`src/rtl/mul4_fitness_scorer.sv`:
```
// Fitness scorer for an evolved 2x2-bit multiplier: counts matching product bits across bit-sliced lanes.
// Optional per-output mismatch counters are enabled by defining MUL4_SCORE_PER_OUTPUT_EN.
module mul4_fitness_scorer #(
  parameter int LANES     = 16,
  parameter int NUM_BEATS = 1,
  localparam int SCORE_W  = $clog2(4*LANES*NUM_BEATS+1)
`ifdef MUL4_SCORE_PER_OUTPUT_EN
  ,
  localparam int ERR_W    = $clog2(LANES*NUM_BEATS+1)
`endif
) (
  input  logic               clk,
  input  logic               rst_n,
  input  logic               start,
  input  logic               in_valid,
  output logic               in_ready,
  input  logic [LANES-1:0]   a1,
  input  logic [LANES-1:0]   a0,
  input  logic [LANES-1:0]   b1,
  input  logic [LANES-1:0]   b0,
  input  logic [LANES-1:0]   y3,
  input  logic [LANES-1:0]   y2,
  input  logic [LANES-1:0]   y1,
  input  logic [LANES-1:0]   y0,
  output logic               busy,
  output logic               score_valid,
  output logic [SCORE_W-1:0] score,
  output logic               perfect
`ifdef MUL4_SCORE_PER_OUTPUT_EN
  ,
  output logic [ERR_W-1:0]   err3,
  output logic [ERR_W-1:0]   err2,
  output logic [ERR_W-1:0]   err1,
  output logic [ERR_W-1:0]   err0
`endif
);

  localparam int CNT_W = $clog2(NUM_BEATS+1);
  localparam logic [SCORE_W-1:0] MAX_SCORE = SCORE_W'(4*LANES*NUM_BEATS);

  typedef enum logic [1:0] {IDLE, RUN, DRAIN, DONE} state_t;

  state_t                 state_q, state_d;
  logic [CNT_W-1:0]       cnt_q, cnt_d;
  logic                   vld_p1_q;
  logic [3:0][LANES-1:0]  m_p1_q;
  logic [3:0][LANES-1:0]  m_d;
  logic [SCORE_W-1:0]     acc_q, acc_d;
  logic [SCORE_W-1:0]     beat_sum;
  logic [SCORE_W-1:0]     score_q;
  logic                   perfect_q;
  logic                   score_valid_q;
  logic                   hs;
  logic                   start_run;

  function automatic logic [SCORE_W-1:0] popcnt(input logic [LANES-1:0] v);
    logic [SCORE_W-1:0] c;
    c = '0;
    for (int i = 0; i < LANES; i++) c = c + SCORE_W'(v[i]);
    return c;
  endfunction

  assign in_ready  = (state_q == RUN);
  assign busy      = (state_q == RUN) || (state_q == DRAIN);
  assign hs        = in_valid && in_ready;
  assign start_run = start && ((state_q == IDLE) || (state_q == DONE));

  // Golden 2x2 product per lane, compared bitwise against the candidate
  assign m_d[0] = ~(y0 ^ (a0 & b0));
  assign m_d[1] = ~(y1 ^ ((a1 & b0) ^ (a0 & b1)));
  assign m_d[2] = ~(y2 ^ (a1 & b1 & ~(a0 & b0)));
  assign m_d[3] = ~(y3 ^ (a1 & a0 & b1 & b0));

  always_comb begin
    state_d = state_q;
    cnt_d   = cnt_q;
    case (state_q)
      IDLE: begin
        if (start) begin
          state_d = RUN;
          cnt_d   = CNT_W'(NUM_BEATS);
        end
      end
      RUN: begin
        if (hs) begin
          cnt_d = cnt_q - CNT_W'(1);
          if (cnt_q == CNT_W'(1)) state_d = DRAIN;
        end
      end
      DRAIN: state_d = DONE;
      DONE: begin
        if (start) begin
          state_d = RUN;
          cnt_d   = CNT_W'(NUM_BEATS);
        end else begin
          state_d = IDLE;
        end
      end
      default: state_d = IDLE;
    endcase
  end

  always_comb begin
    beat_sum = '0;
    for (int k = 0; k < 4; k++) beat_sum = beat_sum + popcnt(m_p1_q[k]);
    acc_d = acc_q;
    if (start_run)     acc_d = '0;
    else if (vld_p1_q) acc_d = acc_q + beat_sum;
  end

  always_ff @(posedge clk or negedge rst_n) begin
    if (!rst_n) begin
      state_q       <= IDLE;
      cnt_q         <= '0;
      vld_p1_q      <= 1'b0;
      m_p1_q        <= '0;
      acc_q         <= '0;
      score_valid_q <= 1'b0;
      score_q       <= '0;
      perfect_q     <= 1'b0;
    end else begin
      state_q  <= state_d;
      cnt_q    <= cnt_d;
      // stage 1: match vectors captured on the handshake
      vld_p1_q <= hs;
      if (hs) m_p1_q <= m_d;
      // stage 2: popcount accumulated one cycle later
      acc_q    <= acc_d;
      // result: published on the edge leaving DONE
      score_valid_q <= (state_q == DONE);
      if (state_q == DONE) begin
        score_q   <= acc_q;
        perfect_q <= (acc_q == MAX_SCORE);
      end
    end
  end

  assign score_valid = score_valid_q;
  assign score       = score_q;
  assign perfect     = perfect_q;

`ifdef MUL4_SCORE_PER_OUTPUT_EN
  logic [ERR_W-1:0] err_acc_q [4];
  logic [ERR_W-1:0] err_q     [4];

  always_ff @(posedge clk or negedge rst_n) begin
    if (!rst_n) begin
      for (int k = 0; k < 4; k++) begin
        err_acc_q[k] <= '0;
        err_q[k]     <= '0;
      end
    end else begin
      for (int k = 0; k < 4; k++) begin
        if (start_run)     err_acc_q[k] <= '0;
        else if (vld_p1_q) err_acc_q[k] <= err_acc_q[k] + ERR_W'(popcnt(~m_p1_q[k]));
        if (state_q == DONE) err_q[k] <= err_acc_q[k];
      end
    end
  end

  assign err3 = err_q[3];
  assign err2 = err_q[2];
  assign err1 = err_q[1];
  assign err0 = err_q[0];
`endif

endmodule

```
`config.mk`:
```
export PLATFORM = sky130hd
export DESIGN_NAME = mul4_fitness_scorer
export DESIGN_NICKNAME = d
export VERILOG_FILES = /design/src/rtl/mul4_fitness_scorer.sv
export SDC_FILE = /design/constraint.sdc
export NUM_CORES = 1
export LEC_CHECK = 0
export CAP_MARGIN = 40
export CORE_MARGIN = 4
export CORE_UTILIZATION = 30
export CTS_BUF_LIST = sky130_fd_sc_hd__clkbuf_16
export DETAILED_ROUTE_END_ITERATION = 16
export SETUP_SLACK_MARGIN = 0.1
export SLEW_MARGIN = 20
export SYNTH_ARGS = -nofsm -noshare
export SYNTH_HDL_FRONTEND = slang
export SYNTH_SLANG_ARGS = --single-unit
```
`constraint.sdc`:
```
create_clock -name clk -period 11.86 [get_ports clk]
set_input_delay 1.186 -clock clk [delete_from_list [all_inputs] [get_ports clk]]
set_output_delay 1.186 -clock clk [all_outputs]
set_load 0.1 [all_outputs]
```
==> impl_results.md <==
* RSZ-0062 raised after global routing: no
* Total negative slack at 0 ns
* Register bit total from synthesis at 84
* Buffers on Ports at 142
* Largest net degree at the start of global routing at 80
* Hold path endpoint: m_p1_q[23]
* Highest clock rate at 159 MHz
* Net Count, Synth at 853
* Register area share after synthesis at 34.7%
* Die Area at 22500 um2
* Synth cell types at 37
* # hold bufs at CTS at 0
* Slowest cell on the critical path: fa_1
* Detailed router's first-iteration violation count at 211
* Hold path depth at 2
* Tcrit/Tclk final at 52.9%
* Most frequent cells in the layout: clkdlybuf4s50_1, nand2_1, inv_1
* Clock buffer depth at 2
* Max-slew headroom at 57.4%
* Clk slew on worst S/H paths at 0.06 ns
* Gr ovfl total at 0
* Critical-path cell list: fa_1 -> inv_1 -> fa_1 -> inv_1 -> fa_1 -> inv_1 -> fa_1 -> fa_1 -> fa_1 -> fa_1 -> fa_1 -> fa_1 -> fa_1 -> nor2b_1 -> o2111ai_1 -> and3_4 -> o311ai_2 -> o41ai_2
* Setup bufs post-CTS at 0
* Crit path DAT at 6.50 ns
* Initial antenna violation count at 0
* CTS Sinks at 84
* FF-to-FF End: acc_q[6]
* Crit path max fanout at 3
* EDFF count, synth at 0
* Max incr delay on CP at 0.55 ns
* Top-Level Pins at 143
* Synthesized area at 6060 um2
* Syn Inst Count at 640
* Post-CTS sizing at 0
* Max-capacitance violation count at 0
* Fin crit period at 6.28 ns
* Reg2Reg Setup Slack at 5.58 ns
* Core Rows at 51
* Antenna Diode Count at 0
* Area Growth Syn to Fin at 36.7%
* GPL Wtd Cong at 0.786
* CP Data Required Time at 12.08 ns
* Min-delay worst type: reg -> reg
* Die Width at 150 um
* Root Buffer: clkbuf_16
* Crit path capture type: flip-flop
* TritonCTS clock tree: built
* Post-DR vias/cell at 4.25
* Vias in the first global route at 4623
* Post-synth ARST share at 100%
* Total GRT Usage at 12.7%
* Clock Skew at 0.00887 ns
* Core area at 19700 um2
* CTS Buf Count at 9
* Starting Density at 30.8%
* R2R depth at 18
* First-pass DRT Iterations at 4
* Hpwl dp at 11600 um
* Routed Antenna Nets at 0
* Worst skew pair latency at 0.35 ns
* Crit-path most repeated cell: fa_1
* Hold wc startpoint: m_p1_q[23]
* Worst Max-Slew Pin Slew at 0.639 ns
* CP Class: reg -> reg
* Final setup vio count at 0
* Avg Inst Size Synth at 9.47 um2
* Routed WL at 13700 um
* Status: finished clean
* Final #Nets at 1005
* Layout cells sized above 1 at 5.40%
* WL per Instance at 12.9 um
* Fin. max-slew vios at 0
* DRC Markers at 0
* RR Startpoint: m_p1_q[17]
* H-tree Lvls at 3
* Commonest non-fill, non-tap cell in the layout: clkdlybuf4s50_1
* First-pass GRT wire length at 22100 um
* Hold Fails Final Rpt at 0
* Crit start category: flip-flop
* Die height at 150 um
* Yosys warns at 0
* Post-synth top flop: dfrtp_1
* Via count at 4514
* Fillers at 1968
[registers in the layout, indices dropped and copies added (netlist names)]
| name | cells |
|---|---|
| state_q | 2 |
| vld_p1_q | 1 |
| score_valid | 1 |
| score | 7 |
| perfect | 1 |
| acc_q | 7 |
| m_p1_q | 64 |
| cnt_q | 1 |
[worst max-delay path, delay by kind of cell (launching register included)]
family,cells,cell delay [ns]
adder cells (fa/ha/maj),10,4.71
AO/OA/AOI/OAI,3,0.50
flip-flops,1,0.40
AND/OR/NAND/NOR,2,0.39
buffers and inverters,3,0.15
[worst max path at each step]
stage               slack [ns]       end  cells past startpoint  startpoint
detailed placement        5.59  acc_q[6]                     18  m_p1_q[17]
CTS                       5.57  acc_q[6]                     18  m_p1_q[17]
finish                    5.58  acc_q[6]                     18  m_p1_q[17]
global placement          5.66  acc_q[6]                     18  m_p1_q[17]
global route              5.38  acc_q[6]                     18  m_p1_q[17]
floorplan                 5.83  acc_q[6]                     18  m_p1_q[17]
[synthesized netlist by cell type (all sizes together) (2+ instances only)]
master,instances,share of area [%]
nand2,118,7.3
fa,56,19
xnor2,81,12
o21a,2,0.25
nor3,3,0.25
buf,3,0.25
o21ai,70,5.8
dfrtp,84,35
ha,25,5.2
nor2b,4,0.41
nand4,16,1.7
nor2,7,0.43
clkbuf,12,0.74
mux2,7,1.3
a21oi,9,0.81
nand3,19,1.6
inv,106,6.6
[cell type report]
cell class                      count  area, um2  area share, %
Clock buffer                        9        225           2.72
Clock inverter                      7       91.3           1.10
Inverter                          106        398           4.80
Multi-Input combinational cell    435       3510           42.3
Sequential cell                    84       2100           25.4
Tap cell                          265        332           4.00
Timing Repair Buffer              156       1630           19.6
[cell families after synthesis]
group           share of synthesized area, %
buf+inv                                 7.56
xor+xnor                                11.9
compound gates                          8.30
fa+ha+maj                               23.7
mux                                     1.30
simple gates                            12.6
flops                                   34.7
[through the flow]
| stage | util, % | setup slack (ns) | instance area (um2) | hold slack, ns | cells |
|---|---|---|---|---|---|
| 2_1_floorplan | - | 5.83 | 6060 | 0.450 | 640 |
| 3_3_place_gp | 39.5 | 5.66 | 7770 | 0.465 | 1034 |
| 3_5_place_dp | 40.5 | 5.59 | 7970 | 0.471 | 1046 |
| 4_1_cts | 42.1 | 5.57 | 8280 | 0.484 | 1062 |
| 5_1_grt | 42.1 | 5.38 | 8280 | 0.509 | 1062 |
| 6_report | 42.1 | 5.58 | 8280 | 0.479 | 1062 |
[layer usage]
metal  part of all wire, %  vias to the layer above  GRT usage, %
li1                      -                     2321             -
met1                    43                     2083          15.9
met2                    50                       96          22.0
met3                   5.2                       14          3.04
met5                     0                        -             0
met4                   1.5                        0          3.84
Power is not shown: default switching activity piles up to over one toggle a cycle in this logic, so the estimate is an artifact.
